File: src/rtl/ghr_pkg.sv
// ============================================================================
// Module      : ghr_pkg
// Description : Shared GHR constants, entry geometry and controller state enum.
// Revision    : 1.0 - initial release
// ============================================================================
`default_nettype none

package ghr_pkg;

  localparam int ENTRY_W   = 9;
  localparam int MAX_GROUP = 4;
  localparam int GROUP_W   = ENTRY_W * MAX_GROUP;

  localparam logic [2:0] RECOVER_CODE = 3'b111;

  typedef enum logic [0:0] {
    RUN   = 1'b0,
    FLUSH = 1'b1
  } ghr_state_e;

endpackage

`default_nettype wire

File: src/rtl/ghr_stat_cnt.sv
// ============================================================================
// Module      : ghr_stat_cnt
// Description : Saturating event counter; adds a small increment each cycle.
// Revision    : 1.0 - initial release
// ============================================================================
`default_nettype none

module ghr_stat_cnt #(
  parameter int W     = 16,
  parameter int INC_W = 3
) (
  input  logic             clk,
  input  logic             rst,
  input  logic [INC_W-1:0] inc,
  output logic [W-1:0]     cnt
);

  logic [W-1:0] cnt_q;
  logic [W-1:0] cnt_d;
  logic [W:0]   w_sum;

  // The carry out of the widened sum is the saturation condition
  assign w_sum = {1'b0, cnt_q} + (W+1)'(inc);

  always_comb begin
    cnt_d = w_sum[W] ? {W{1'b1}} : w_sum[W-1:0];
  end

  always_ff @(posedge clk or negedge rst) begin
    if (!rst) begin
      cnt_q <= '0;
    end else begin
      cnt_q <= cnt_d;
    end
  end

  assign cnt = cnt_q;

endmodule

`default_nettype wire

File: src/rtl/ghr_update_ctrl.sv
// ============================================================================
// Module      : ghr_update_ctrl
// Description : Tracks in-flight branches and issues registered GHR update
//               strobes for pushes, resolves and mispredict recovery.
//               Define GHR_CTRL_STATS_EN to add push/mispredict counters.
// Revision    : 1.0 - initial release
// ============================================================================
`default_nettype none

module ghr_update_ctrl
  import ghr_pkg::*;
#(
  parameter int MAX_PENDING = 20,
  parameter int FLUSH_CYC   = 2
) (
  input  logic               clk,
  input  logic               rst,
  input  logic               fe_valid,
  input  logic [2:0]         fe_bnum,
  input  logic [GROUP_W-1:0] fe_entries,
  output logic               fe_ready,
  input  logic               ex_valid,
  input  logic               ex_mispredict,
  output logic               upd_fire,
  output logic [2:0]         upd_pass_num,
  output logic [7:0]         upd_new_pending,
  output logic [GROUP_W-1:0] upd_entries,
  output logic [7:0]         pending_cnt,
  output logic               err
`ifdef GHR_CTRL_STATS_EN
  ,
  output logic [15:0]        stat_push,
  output logic [15:0]        stat_mispred
`endif
);

  localparam int               FCNT_W     = (FLUSH_CYC < 1) ? 1 : $clog2(FLUSH_CYC + 1);
  localparam logic [FCNT_W-1:0] FLUSH_LOAD = FCNT_W'(FLUSH_CYC);
  localparam logic [9:0]       MAX_PEND_W = 10'(MAX_PENDING);

  ghr_state_e          state_q, state_d;
  logic [FCNT_W-1:0]   flush_cnt_q, flush_cnt_d;
  logic [7:0]          pending_q, pending_d;
  logic                fire_q, fire_d;
  logic [2:0]          pass_q, pass_d;
  logic [7:0]          newp_q, newp_d;
  logic [GROUP_W-1:0]  ent_q, ent_d;
  logic                err_q, err_d;

  logic                w_has_pend;
  logic                w_correct;
  logic                w_recover;
  logic                w_bnum_ok;
  logic [9:0]          w_proj;
  logic                w_push;
  logic [2:0]          w_push_n;

  assign w_has_pend = (pending_q != 8'd0);
  assign w_correct  = ex_valid & ~ex_mispredict & w_has_pend;
  assign w_recover  = (state_q == RUN) & ex_valid & ex_mispredict & w_has_pend;
  assign w_bnum_ok  = (fe_bnum <= 3'(MAX_GROUP));
  assign w_proj     = {2'b00, pending_q} + {7'd0, fe_bnum} - {9'd0, w_correct};

  // Any mispredict blocks the push, even one that is ignored because P=0
  assign fe_ready = rst & (state_q == RUN) & ~(ex_valid & ex_mispredict) &
                    w_bnum_ok & (w_proj <= MAX_PEND_W);

  assign w_push   = fe_valid & fe_ready;
  assign w_push_n = w_push ? fe_bnum : 3'd0;

  // State register
  always_ff @(posedge clk or negedge rst) begin
    if (!rst) begin
      state_q     <= RUN;
      flush_cnt_q <= '0;
    end else begin
      state_q     <= state_d;
      flush_cnt_q <= flush_cnt_d;
    end
  end

  // Next-state logic
  always_comb begin
    state_d     = state_q;
    flush_cnt_d = flush_cnt_q;
    case (state_q)
      RUN: begin
        if (w_recover) begin
          state_d     = FLUSH;
          flush_cnt_d = FLUSH_LOAD;
        end
      end
      FLUSH: begin
        if (flush_cnt_q <= FCNT_W'(1)) begin
          state_d     = RUN;
          flush_cnt_d = '0;
        end else begin
          flush_cnt_d = flush_cnt_q - FCNT_W'(1);
        end
      end
      default: begin
        state_d     = RUN;
        flush_cnt_d = '0;
      end
    endcase
  end

  // Output / datapath logic; payload fields hold their value between strobes
  always_comb begin
    fire_d    = 1'b0;
    pass_d    = pass_q;
    newp_d    = newp_q;
    ent_d     = ent_q;
    pending_d = pending_q;
    err_d     = err_q | (ex_valid & ~w_has_pend) | (fe_valid & ~w_bnum_ok);

    if (w_recover) begin
      fire_d    = 1'b1;
      pass_d    = RECOVER_CODE;
      newp_d    = pending_q;
      ent_d     = '0;
      pending_d = 8'd0;
    end else if ((w_push_n != 3'd0) || w_correct) begin
      fire_d    = 1'b1;
      pass_d    = w_push_n;
      pending_d = pending_q + {5'd0, w_push_n} - {7'd0, w_correct};
      newp_d    = pending_d;
      ent_d     = (w_push_n != 3'd0) ? fe_entries : '0;
    end
  end

  always_ff @(posedge clk or negedge rst) begin
    if (!rst) begin
      fire_q    <= 1'b0;
      pass_q    <= 3'd0;
      newp_q    <= 8'd0;
      ent_q     <= '0;
      pending_q <= 8'd0;
      err_q     <= 1'b0;
    end else begin
      fire_q    <= fire_d;
      pass_q    <= pass_d;
      newp_q    <= newp_d;
      ent_q     <= ent_d;
      pending_q <= pending_d;
      err_q     <= err_d;
    end
  end

  assign upd_fire        = fire_q;
  assign upd_pass_num    = pass_q;
  assign upd_new_pending = newp_q;
  assign upd_entries     = ent_q;
  assign pending_cnt     = pending_q;
  assign err             = err_q;

`ifdef GHR_CTRL_STATS_EN
  ghr_stat_cnt #(
    .W     (16),
    .INC_W (3)
  ) u_stat_push (
    .clk (clk),
    .rst (rst),
    .inc (w_push_n),
    .cnt (stat_push)
  );

  ghr_stat_cnt #(
    .W     (16),
    .INC_W (1)
  ) u_stat_mispred (
    .clk (clk),
    .rst (rst),
    .inc (w_recover),
    .cnt (stat_mispred)
  );
`endif

endmodule

`default_nettype wire

File: config.mk
export PLATFORM = sky130hd
export DESIGN_NAME = ghr_update_ctrl
export DESIGN_NICKNAME = d
export VERILOG_FILES = /design/src/rtl/ghr_pkg.sv /design/src/rtl/ghr_stat_cnt.sv /design/src/rtl/ghr_update_ctrl.sv
export SDC_FILE = /design/constraint.sdc
export NUM_CORES = 1
export LEC_CHECK = 0
export BUFFER_PORTS_ARGS = -buffer_cell sky130_fd_sc_hd__clkbuf_2
export CORE_ASPECT_RATIO = 0.7
export CORE_MARGIN = 2
export CORE_UTILIZATION = 43
export DETAILED_ROUTE_END_ITERATION = 8
export PLACE_DENSITY = 0.78
export SYNTH_ARGS = -nofsm -noshare
export SYNTH_HDL_FRONTEND = slang
export SYNTH_SLANG_ARGS = --single-unit
File: constraint.sdc
create_clock -name clk -period 6.45 [get_ports clk]
set_input_delay 0.645 -clock clk [delete_from_list [all_inputs] [get_ports clk]]
set_output_delay 0.645 -clock clk [all_outputs]
set_load 0.01 [all_outputs]
==> results.md, run 1 <==
- The clock tree synthesis step divided the H-tree into 3 levels.
- After clock tree synthesis, the clock-pin slew on the worst setup and hold paths is 0.07 ns.
- The final antenna diode count is 0.
- The first global-routing pass estimated 13700 um of wire.
- The data required time at the worst endpoint is 6.65 ns.
- The tree is rooted in a sky130_fd_sc_hd__clkbuf_8.
- The worst setup path is launched from a flop.
- The setup TNS is 0 ns.
- The worst pin sits at a relative slew slack of approximately 22%.
- The area growth from synthesis to layout is 24.6%.
- The kind of capture point of the worst setup path is a flop.
- Synthesis produced a netlist with a net count of 437.
- The share of synthesized area in the top cell type comes to 45.5%.
- The part of the Yosys area used for sequential elements is 45.5%.
- The worst hold path belongs to the class flop to flop.
- Global routing consumed, over all layers together, around a fifth of the routing resources.
- The biggest area contributor in the post-synthesis netlist is sky130_fd_sc_hd__dfrtp_1.
- After synthesis, the mean cell area works out to approximately 9 sq um.
- Setup repair after global routing left no endpoint under its margin.
- The leakage power summed over all cells is 0.00214 uW.
- The share of the synthesized netlist area taken by xor and xnor gates is under 10%.
- The via count of the first global-routing pass is between 2000 and 3000.
- The ratio of total power to cell area is 435 nW/um^2.
- After synthesis the cells add up to 3300 sq um.
- The clock period minus worst slack is 5.87 ns.
- The multiplexer area fraction after synthesis is 0.303%.
- By instance count, the leading cell after synthesis is sky130_fd_sc_hd__nand2_1.
- Global routing finished with a remaining overflow of 0.
- The worst hold margin is ~0.5 ns.
- The routed design has 8280 um of wire.
- The max-slew violation count is 0.
- Dividing the detail-routed via count by the number of cells gives 5.25.
- Synthesis produced a netlist whose cell count is 371.
- Clock tree synthesis inserted a total of 9 buffers.
- After synthesis, the cell types taking the most area are sky130_fd_sc_hd__dfrtp_1 45%, sky130_fd_sc_hd__nand2_1 9.8%, sky130_fd_sc_hd__ha_1 7.6%, sky130_fd_sc_hd__o21ai_0 6.5%, sky130_fd_sc_hd__inv_1 3.3%.
- The maximum buffer depth of the clock tree is 2.
- After detailed routing, the number of remaining DRC violations is 0.
- The synthesized netlist devotes approximately a fifth of its cell area to compound gates.
- The detailed-routing wirelength on met1 is 3940 um.
- The dominant combinational cell family by area after synthesis is simple AND/OR/NAND/NOR gates.
- Signal routing reaches up to met4.
- The routed design uses 3760 um of met2 wire.
- Data on the critical path arrives at its endpoint at 6.08 ns.
- The number of hold-slack violations in the final timing report is 0.
- The largest fanout on the critical path is 8.
- The synthesized netlist devotes 18.9% of its cell area to simple gates.
- The Yosys warning count is 0.
- The timing-limited maximum frequency is ~170 MHz.
- The final routed wire length divided by cell count is 14.4 um.
- The count of antenna-violating nets left after detailed routing is 0.
- Once the floorplan was initialized, standard cells occupied 44.7% of the core.
- At the end of the flow, the number of nets in the layout was 539.
- The synthesized netlist devotes 8.79% of its cell area to adder and majority cells.
- The count of routing violations after the opening detailed-route iteration is just under 200.
- The number of endpoints failing setup at the final stage is 0.
- The count of flip-flops with a built-in enable after synthesis is 0.
- Input and output buffers added on the ports amount to 101.
- The worst vdd rail ir drop is about 0.27 mV.
- The initial antenna violation count is 0.
- The height of the die is around 77 um.
- The amount of wire on met3 after detailed routing is 508 um.
- After filler insertion, the fill cell instance count of the layout stands at 673.
- Dividing the final minimum period by the clock period gives 91.1%.
- The pin slew with the least headroom to its limit is 1.17 ns.
- The number of sinks on the clock net is 60.
- The routed layout has 3024 vias.
- The run finished with clean final reports.
- The setup path with the least slack is of type flop to flop.
- The width of the chip is 109 um.
- Entering global routing, the biggest net connects about 60 pins.
- In the synthesized netlist the dominant register cell turns out to be sky130_fd_sc_hd__dfrtp_1.
- The core region is 7380 sq um.
- The worst setup skew after layout is 0.00930 ns.
- The tool flagged a number of max-cap violations equal to 0.
- The post-DP HPWL is between 6000 and 7000 um.
- The commonest cells after synthesis are 86 x sky130_fd_sc_hd__nand2_1, 60 x sky130_fd_sc_hd__dfrtp_1, 43 x sky130_fd_sc_hd__o21ai_0, 29 x sky130_fd_sc_hd__inv_1, 20 x sky130_fd_sc_hd__ha_1.
- Synthesis inferred 60 register bits.
- The first detailed-routing pass took 5 iterations.
- The overall die area is 8410 sq um.
- The fraction of final layout cells with drive strength greater than 1 is ~28%.
- The proportion of synthesized flip-flops having asynchronous set or reset is 100%.
- 102 I/O pins were placed.
- The TritonCTS clock tree is built.
- The distinct cell type count after synthesis is 44.
- After floorplanning, the core was divided into 26 placement rows.
- The clock latency on the worst-skew pair is 0.32 ns.
- Routability-driven placement finished with a final weighted congestion of around 0.9.
==> state kept, by name (all words and copies together), names as in the netlist <==
| register | flops |
|---|---|
| err | 1 |
| flush_cnt_q | 2 |
| pending_cnt | 8 |
| state_q | 1 |
| upd_entries | 36 |
| upd_fire | 1 |
| upd_new_pending | 8 |
| upd_pass_num | 3 |
==> layout make-up <==
type | instances | area (sq um) | share of cell area, %
timing repair buffer | 109 | 566 | 13.7
inverter | 29 | 109 | 2.65
multi-input combinational | 264 | 1610 | 39.2
clock buffer | 12 | 155 | 3.77
clock inverter | 4 | 47.5 | 1.16
sequential | 60 | 1500 | 36.5
tap | 98 | 123 | 2.98
==> placed cells by master, fill, tap and decap left out, types with 2 or more instances in the layout <==
master	Yosys	final
sky130_fd_sc_hd__nor4_1	2	2
sky130_fd_sc_hd__nand2b_1	5	5
sky130_fd_sc_hd__o21a_1	2	2
sky130_fd_sc_hd__o21ai_0	43	42
sky130_fd_sc_hd__a2111o_1	2	2
sky130_fd_sc_hd__nand2_1	86	86
sky130_fd_sc_hd__a211oi_1	2	2
sky130_fd_sc_hd__xnor2_1	7	7
sky130_fd_sc_hd__nand4_1	2	2
sky130_fd_sc_hd__nor2_2	0	3
sky130_fd_sc_hd__fa_1	2	2
sky130_fd_sc_hd__a221o_1	5	5
sky130_fd_sc_hd__clkinv_2	0	2
sky130_fd_sc_hd__clkbuf_8	0	11
sky130_fd_sc_hd__clkbuf_2	0	101
sky130_fd_sc_hd__a22oi_1	3	3
sky130_fd_sc_hd__ha_1	20	20
sky130_fd_sc_hd__dfrtp_1	60	60
sky130_fd_sc_hd__nor3_1	8	8
sky130_fd_sc_hd__a21oi_1	10	10
sky130_fd_sc_hd__nor2_1	13	10
sky130_fd_sc_hd__buf_4	1	8
sky130_fd_sc_hd__o31ai_1	4	4
sky130_fd_sc_hd__a21o_1	12	12
sky130_fd_sc_hd__nor2b_1	6	6
sky130_fd_sc_hd__inv_1	29	29
sky130_fd_sc_hd__nand3_1	11	11
sky130_fd_sc_hd__o211a_1	2	2
==> critical path, cell delays in order, from the launching register on <==
cell and delay [ns]:
sky130_fd_sc_hd__dfrtp_1 0.45, sky130_fd_sc_hd__inv_1 0.15, sky130_fd_sc_hd__ha_1 0.18, sky130_fd_sc_hd__nand2_1 0.11, sky130_fd_sc_hd__o21ai_1 0.29, sky130_fd_sc_hd__nor2_2 0.15
sky130_fd_sc_hd__ha_1 0.29, sky130_fd_sc_hd__inv_1 0.04, sky130_fd_sc_hd__ha_1 0.21, sky130_fd_sc_hd__fa_1 0.43, sky130_fd_sc_hd__a21oi_1 0.22, sky130_fd_sc_hd__o211a_1 0.17
sky130_fd_sc_hd__nor4_1 0.08, sky130_fd_sc_hd__nor4_1 0.48, sky130_fd_sc_hd__and3_1 0.30, sky130_fd_sc_hd__nand3_1 0.14, sky130_fd_sc_hd__ha_1 0.29, sky130_fd_sc_hd__inv_1 0.04
sky130_fd_sc_hd__ha_1 0.20, sky130_fd_sc_hd__fa_1 0.41, sky130_fd_sc_hd__a21o_1 0.17, sky130_fd_sc_hd__a21o_1 0.19, sky130_fd_sc_hd__a21oi_1 0.18, sky130_fd_sc_hd__nor2_1 0.07
sky130_fd_sc_hd__nor3_1 0.14, sky130_fd_sc_hd__nor3_1 0.08, sky130_fd_sc_hd__a221o_1 0.29
==> path summary, 6_finish.rpt <==
path / start / to / slack [ns] / cells after the start
worst max-delay path: pending_cnt[7] / upd_new_pending[6] / 0.58 / 26
worst max register to register: pending_cnt[7] / upd_new_pending[6] / 0.58 / 26
max in group asynchronous: rst / upd_new_pending[5] / 5.43 / 2
worst min-delay path: err / err / 0.50 / 2
min in group asynchronous: rst / upd_new_pending[2] / 0.54 / 2
worst min register to register: err / err / 0.50 / 2
==> logic make-up (layout without fill, tap and decap cells) <==
logic type | count (synthesis) | after routing
and+or+nand+nor | 139 | 139
muxes | 1 | 1
xor gates and xnor gates | 7 | 7
DFF | 60 | 60
AOI/OAI and AO/OA | 95 | 95
buffers and inverters | 47 | 154
adders and majority gates | 22 | 22
==> routing by layer <==
metal | track usage (%) | vias up
met3 | 4.87 | 7
met1 | 28.8 | 1437
met2 | 32.4 | 103
met5 | 0 | -
met4 | 4.49 | 0
li1 | - | 1477
==> what timing repair did <==
action                     CTS  global route
buffers inserted             0             3
resized for setup            0             2
hold endpoints to repair     0             0
setup endpoints to repair    0             6
hold buffers                 0             0
==> metrics by stage <==
stage	setup slack [ns]	utilization [%]	power, uW	std cells	cell area [sq um]
after floorplan	1.05	-	1200	371	3300
after global placement	0.636	52.6	1430	557	3890
after detailed placement	0.383	52.6	1440	557	3890
after CTS	0.375	55.4	1790	573	4090
after global routing	0.0708	55.7	1940	576	4120
final	0.577	55.7	1790	576	4120
==> where the power goes <==
group          internal [uW]  switching [uW]  total, uW  leakage (uW)
sequential               454            63.1        517      0.000797
combinational            399             539        937       0.00124
clock                    198             139        337      0.000102
total                   1050             741       1790       0.00214
(Power assumes the default switching activity.)
==> inputs of run 2 (changes only) <==
--- a/config.mk
+++ b/config.mk
@@ -10,7 +10,7 @@
 export CORE_MARGIN = 2
 export CORE_UTILIZATION = 43
 export DETAILED_ROUTE_END_ITERATION = 8
-export PLACE_DENSITY = 0.78
+export PLACE_DENSITY = 0.79
 export SYNTH_ARGS = -nofsm -noshare
 export SYNTH_HDL_FRONTEND = slang
 export SYNTH_SLANG_ARGS = --single-unit
==> run 2 against run 1 <==
Setup slack worse by 0.029 ns. Via count fell by 0.93%. Final cell count decreased by 0.35%. Power up 2.8%. Utilization grew 0.051 points. Clock power increased by 12%. Sequential share of layout area about the same. Clock skew increased by 0.00057 ns. First-iteration DRC count increased by 13%. Sequential power about the same. Worst hold slack better by 0.0021 ns. Design area is essentially flat.
==> results.md, run 2 (synthesis gave the netlist of run 1 again) <==
- The post-layout total power is 1840 uW (was 1790 uW).
- The largest net degree at the start of global routing came to 61 (unchanged).
- The worst hold margin is 0.499 ns (was 0.497 ns).
- The average vias per placed instance is 5.22 (was 5.25).
- The number of sinks on the clock net is 60 (unchanged).
- The pin slew with the least headroom to its limit came to 1.20 ns (was 1.17 ns).
- The total via count in the routed design was 2996 (was 3024).
- The number of violations of the max-capacitance limit was 0 (unchanged).
- The clock latency on the worst-skew pair is 0.32 ns (about the same).
- The wire length of the first global-routing pass is 14600 um (was 13700 um).
- The clock-pin slew reported for the worst setup and hold paths after clock tree synthesis was 0.07 ns (about the same).
- Setup repair after global routing missed its margin: no (unchanged).
- The fraction of final layout cells with drive strength greater than 1 is 27.5% (was 27.8%).
- The clock root buffer was sky130_fd_sc_hd__clkbuf_8 (unchanged).
- The width of the chip is 109 um (unchanged).
- The most frequent standard cell in the layout excluding fill and tap cells is sky130_fd_sc_hd__clkbuf_2 (unchanged).
- The height of the die was 77.3 um (unchanged).
- The path category of the worst min-delay check is flop to flop (unchanged).
- The delay of the slowest critical-path stage is 0.55 ns (was 0.48 ns).
- The number of hold-repair buffers added at the cts stage is 0 (unchanged).
- The worst vdd rail ir drop is 0.256 mV (was 0.266 mV).
- The kind of capture point of the worst setup path is a flop (unchanged).
- The total grt overflow is 0 (unchanged).
- The worst hold path startpoint was err (unchanged).
- The total CTS buffers is 9 (unchanged).
- The TritonCTS clock tree is built (unchanged).
- The timing-limited maximum frequency is 169 MHz (was 170 MHz).
- The number of endpoints failing setup at the final stage is 0 (unchanged).
- The instance area after placement was 3890 sq um (about the same).
- The count of antenna-violating nets left after detailed routing was 0 (unchanged).
- The number of buffers inserted by post-CTS setup repair is 0 (unchanged).
- The final routed wirelength across all metal layers is 8500 um (was 8280 um).
- The largest fanout on the critical path is 8 (unchanged).
- The initial core utilization is 44.7% (unchanged).
- The final routed wire length divided by cell count came to 14.8 um (was 14.4 um).
- The area of the core is 7380 sq um (unchanged).
- The final antenna diode count is 0 (unchanged).
- The overall global routing resource usage is 21.6% (was 20.5%).
- The number of port buffers is 101 (unchanged).
- The worst relative slew slack is 20.1% (was 22.1%).
- The final design instance area without fill was 4120 sq um (about the same).
- The worst setup skew after layout is 0.00987 ns (was 0.00930 ns).
- The length of the first detailed-routing pass in iterations is 4 (was 5).
- The depth of the CTS H-tree is 3 (unchanged).
- The final net count came to 537 (was 539).
- The number of gates given a new drive strength after cts came to 0 (unchanged).
- The post-DP HPWL is 6380 um (was 6180 um).
- The ratio of total power to cell area is 447 nW/um^2 (was 435 nW/um^2).
- The placement row count came to 26 (unchanged).
- The kind of start point of the critical path is a flop (unchanged).
- The startpoint-to-endpoint class of the critical path is flop to flop (unchanged).
- The area growth from synthesis to layout came to 24.7% (was 24.6%).
- The clock period minus worst slack was 5.90 ns (was 5.87 ns).
- The cell with the largest stage delay on the worst path is sky130_fd_sc_hd__nor4_1 (unchanged).
- The via count of the first global-routing pass is 2959 (was 2858).
- The final clock period utilization by the worst path is 91.5% (was 91.1%).
- The number of top-level design ports is 102 (unchanged).
- The max-slew violation count is 0 (unchanged).
- The overall die area is 8410 sq um (unchanged).
- The data required time at the worst endpoint was 6.65 ns (about the same).
- The cell type with the highest occurrence count on the critical path is sky130_fd_sc_hd__ha_1 (unchanged).
- The initial antenna violation count is 0 (unchanged).
- Commonest non-fill, non-tap cells in the layout: 101 x sky130_fd_sc_hd__clkbuf_2, 86 x sky130_fd_sc_hd__nand2_1, 60 x sky130_fd_sc_hd__dfrtp_1 (unchanged).
- The number of remaining DRC errors came to 0 (unchanged).
- The setup TNS is 0 ns (unchanged).
- The fill cell instance count of the final layout came to 693 (was 673).
- The source of the worst register-to-register timing path was pending_cnt[7] (unchanged).
- The placer congestion estimate came to 0.866 (was 0.887).
- The endpoint arrival time on the critical path is 6.10 ns (was 6.08 ns).
- The start point of the critical path is pending_cnt[7] (unchanged).
- The count of routing violations after the opening detailed-route iteration is 221 (was 195).
- Result of the run: completed (unchanged).
- The number of hold-slack violations in the final timing report is 0 (unchanged).
- The leakage power summed over all cells is 0.00214 uW (about the same).
- The number of flip-flops in the largest register is 36 (unchanged).
- The maximum buffer depth of the clock tree is 2 (unchanged).
- The final design utilization is 55.8% (was 55.7%).
## run 2: power by group
group          internal (uW)  switching, uW
Clock                    228            147
Sequential               454           65.2
Combinational            397            551
## run 2: path summary, 6_finish.rpt
path | endpoint | slack (ns) | cells past startpoint
setup / recovery | upd_new_pending[6] | 0.55 | 26
hold / removal | err | 0.50 | 2
setup reg to reg | upd_new_pending[6] | 0.55 | 26
hold reg to reg | err | 0.50 | 2
max in group asynchronous | upd_new_pending[3] | 5.44 | 2
min in group asynchronous | upd_pass_num[0] | 0.51 | 2
## run 2: stage by stage
step / std cells / setup WS [ns]
2_1_floorplan: 371 / 1.05
3_3_place_gp: 558 / 0.895
3_5_place_dp: 558 / 0.624
4_1_cts: 574 / 0.620
5_1_grt: 574 / 0.0569
6_report: 574 / 0.547
## run 2: final cells by class
type                            count  area [sq um]  share of cell area, %
Timing Repair Buffer              107           551                   13.4
Inverter                           29           109                   2.64
Clock inverter                      6          86.3                   2.10
Multi-Input combinational cell    264          1610                   39.1
Tap cell                           98           123                   2.98
Sequential cell                    60          1500                   36.5
Clock buffer                       10           138                   3.34
## run 2: critical path, delay by kind of cell, from the launching register on
family | cells | cell delay [ns]
buffers and inverters | 3 | 0.22
adders and majority gates | 7 | 2.00
and+or+nand+nor | 9 | 1.67
DFF | 1 | 0.45
AOI/OAI and AO/OA | 6 | 1.24
muxes | 1 | 0.19
## run 2: metal layers
layer | GRT usage [%] | vias up | share of wire (%)
met4 | 3.85 | 0 | 0.58
met5 | 0 | - | 0
met1 | 32.6 | 1411 | 49
li1 | - | 1472 | -
met3 | 6.22 | 7 | 8.0
met2 | 31.1 | 106 | 42
==> inputs of run 3 (changes only) <==
--- a/config.mk
+++ b/config.mk
@@ -8,9 +8,9 @@
 export BUFFER_PORTS_ARGS = -buffer_cell sky130_fd_sc_hd__clkbuf_2
 export CORE_ASPECT_RATIO = 0.7
 export CORE_MARGIN = 2
-export CORE_UTILIZATION = 43
+export CORE_UTILIZATION = 51
 export DETAILED_ROUTE_END_ITERATION = 8
-export PLACE_DENSITY = 0.79
+export PLACE_DENSITY = 0.9
 export SYNTH_ARGS = -nofsm -noshare
 export SYNTH_HDL_FRONTEND = slang
 export SYNTH_SLANG_ARGS = --single-unit
==> constraint.sdc (replaced) <==
create_clock -name clk -period 5.9 [get_ports clk]
set_input_delay 0.59 -clock clk [delete_from_list [all_inputs] [get_ports clk]]
set_output_delay 0.59 -clock clk [all_outputs]
set_load 0.01 [all_outputs]
==> run 3 against run 2 <==
First-iteration DRC count decreased by 3.2%. Clock skew down 0.0019 ns. Clock power rose by 16%. Sequential share of layout area down 0.11 points. Utilization up 10 points. Register-to-register slack worse by 0.16 ns. Die area is 15% lower. Final cell count shrank 3.3%. Global-route usage is 3.5 points higher. Design area rose by 0.40%. Setup slack lost 0.16 ns. Largest cell class unchanged.
==> results.md, run 3 (synthesis gave the netlist of run 1 again) <==
- Commonest non-fill, non-tap cells in the layout: 101 x sky130_fd_sc_hd__clkbuf_2, 86 x sky130_fd_sc_hd__nand2_1, 59 x sky130_fd_sc_hd__dfrtp_1 (was 101 x sky130_fd_sc_hd__clkbuf_2, 86 x sky130_fd_sc_hd__nand2_1, 60 x sky130_fd_sc_hd__dfrtp_1).
- The largest fanout on the critical path came to 8 (unchanged).
- The most frequent standard cell in the layout excluding fill and tap cells is sky130_fd_sc_hd__clkbuf_2 (unchanged).
- The kind of cell with the highest combined delay on the critical path is adder cells (unchanged).
- The area growth from synthesis to layout was 25.2% (was 24.7%).
- The worst relative slew slack is 37.0% (was 20.1%).
- The power spent charging and discharging nets is 848 uW (was 764 uW).
- The final instance count without filler cells is 555 (was 574).
- The fraction of final layout cells with drive strength greater than 1 was 28.7% (was 27.5%).
- The initial antenna violation count is 0 (unchanged).
- The max-slew violation count came to 0 (unchanged).
- The depth of the CTS H-tree is 3 (unchanged).
- The count of placed standard cells including taps was 539 (was 558).
- The final routed wire length divided by cell count is 15.8 um (was 14.8 um).
- The final clock period utilization by the worst path is 93.5% (was 91.5%).
- The number of port buffers came to 101 (unchanged).
- The width of the chip was 100 um (was 109 um).
- The number of top-level design ports is 102 (unchanged).
- The number of violations of the max-capacitance limit is 0 (unchanged).
- The endpoint arrival time on the critical path came to 5.74 ns (was 6.10 ns).
- The switching power as a share of total power is 41.2% (was 41.5%).
- Setup repair after global routing missed its margin: no (unchanged).
- The placement row count came to 24 (was 26).
- The clock group share of total power came to 21.1% (was 20.4%).
- The post-DP HPWL is 6380 um (unchanged).
- The number of flip-flops in the largest register is 36 (unchanged).
- The final design utilization is 66.2% (was 55.8%).
- The placer congestion estimate is 0.933 (was 0.866).
- The internal power component is 1210 uW (was 1080 uW).
- The wire length of the first global-routing pass came to 14100 um (was 14600 um).
- The number of sinks on the clock net is 60 (unchanged).
- The proportion of power drawn by flip-flops and latches is 27.8% (was 28.2%).
- The kind of capture point of the worst setup path is a flop (unchanged).
- The clock root buffer was sky130_fd_sc_hd__clkbuf_8 (unchanged).
- The initial core utilization is 52.9% (was 44.7%).
- The buffering stage count on the worst path with inverters included is 3 (unchanged).
- The delay of the slowest critical-path stage was 0.46 ns (was 0.55 ns).
- The largest net degree at the start of global routing is 61 (unchanged).
- The via count of the first global-routing pass is 2931 (was 2959).
- The kind of start point of the critical path is a flop (unchanged).
- The total CTS buffers came to 9 (unchanged).
- The area of the core is 6250 sq um (was 7380 sq um).
- The total via count in the routed design was 3097 (was 2996).
- The post-layout total power is 2060 uW (was 1840 uW).
- The number of remaining DRC errors is 0 (unchanged).
- The final antenna diode count is 0 (unchanged).
- The average vias per placed instance is 5.58 (was 5.22).
- The path category of the worst min-delay check is input port to async pin (was flop to flop).
- The total grt overflow came to 0 (unchanged).
- The worst setup skew after layout is 0.00797 ns (was 0.00987 ns).
- The cell type with the highest occurrence count on the critical path is sky130_fd_sc_hd__ha_1 (unchanged).
- The worst vdd rail ir drop came to 0.268 mV (was 0.256 mV).
- The cell with the largest stage delay on the worst path is sky130_fd_sc_hd__dfrtp_2 (was sky130_fd_sc_hd__nor4_1).
- The clock latency on the worst-skew pair is 0.34 ns (was 0.32 ns).
- The combinational cell fraction of total power is 51.1% (was 51.4%).
- The final routed wirelength across all metal layers is 8790 um (was 8500 um).
- Result of the run: completed (unchanged).
- The number of hold-slack violations in the final timing report is 0 (unchanged).
- The data required time at the worst endpoint came to 6.13 ns (was 6.65 ns).
- The overall die area is 7150 sq um (was 8410 sq um).
- The length of the first detailed-routing pass in iterations is 5 (was 4).
- The leakage power summed over all cells is 0.00215 uW (was 0.00214 uW).
- The TritonCTS clock tree is built (unchanged).
- The ratio of total power to cell area is 498 nW/um^2 (was 447 nW/um^2).
- The clock-pin slew reported for the worst setup and hold paths after clock tree synthesis is 0.07 ns (about the same).
- The overall global routing resource usage is 25.1% (was 21.6%).
- The maximum buffer depth of the clock tree is 2 (unchanged).
- The clock period minus worst slack is 5.52 ns (was 5.90 ns).
- The timing-limited maximum frequency is 181 MHz (was 169 MHz).
- The count of antenna-violating nets left after detailed routing came to 0 (unchanged).
- The startpoint-to-endpoint class of the critical path was flop to flop (unchanged).
- The final net count came to 538 (was 537).
- The pin slew with the least headroom to its limit is 0.945 ns (was 1.20 ns).
- The number of endpoints failing setup at the final stage is 0 (unchanged).
- The setup TNS came to 0 ns (unchanged).
- The count of routing violations after the opening detailed-route iteration is 214 (was 221).
- The height of the die was 71.3 um (was 77.3 um).
## run 3: cell type report
type,count,area (sq um)
clock buffers,13,169
well taps,78,97.6
flip-flops and latches,60,1500
repair buffers,108,558
fillers,517,2110
inverters,29,109
multi-input cells,264,1630
clock inverters,3,67.6
## run 3: routing by layer
metal | GRT usage [%] | share of wire (%) | up-vias
li1 | - | - | 1472
met1 | 34.6 | 45 | 1459
met2 | 38.8 | 45 | 145
met3 | 7.12 | 7.3 | 21
met4 | 8.37 | 2.2 | 0
met5 | 0 | 0 | -
## run 3: final timing paths
| check | from | end | slack (ns) | cells after the start |
|---|---|---|---|---|
| worst max-delay path | pending_cnt[7] | upd_new_pending[6] | 0.38 | 26 |
| worst min-delay path | rst | upd_entries[19] | 0.44 | 2 |
| worst max register to register | pending_cnt[7] | upd_new_pending[6] | 0.38 | 26 |
| worst min register to register | flush_cnt_q[1] | state_q | 0.51 | 2 |
| max in group asynchronous | rst | pending_cnt[7] | 4.94 | 2 |
| min in group clk | fe_entries[5] | upd_entries[5] | 0.44 | 3 |
## run 3: timing repair
action	CTS	global route
hold buffers	0	0
hold endpoints to repair	0	0
setup endpoints to repair	0	8
setup buffers	0	0
gates resized for setup	0	7
## run 3: power groups by stage
stage          logic [uW]  registers [uW]  clock network (uW)
3_3_place_gp          994             569                   0
2_1_floorplan         720             594                   0
3_5_place_dp         1010             574                   0
5_1_grt              1160             580                 460
4_1_cts              1020             568                 438
6_report             1050             572                 435
## run 3: through the flow
step	worst slack, ns	hold WS [ns]	cell area (sq um)
5_1_grt	0.0336	0.441	4140
6_report	0.384	0.441	4140
3_5_place_dp	0.114	0.494	3880
4_1_cts	0.0722	0.443	4110
3_3_place_gp	0.380	0.482	3880
2_1_floorplan	0.503	0.294	3300
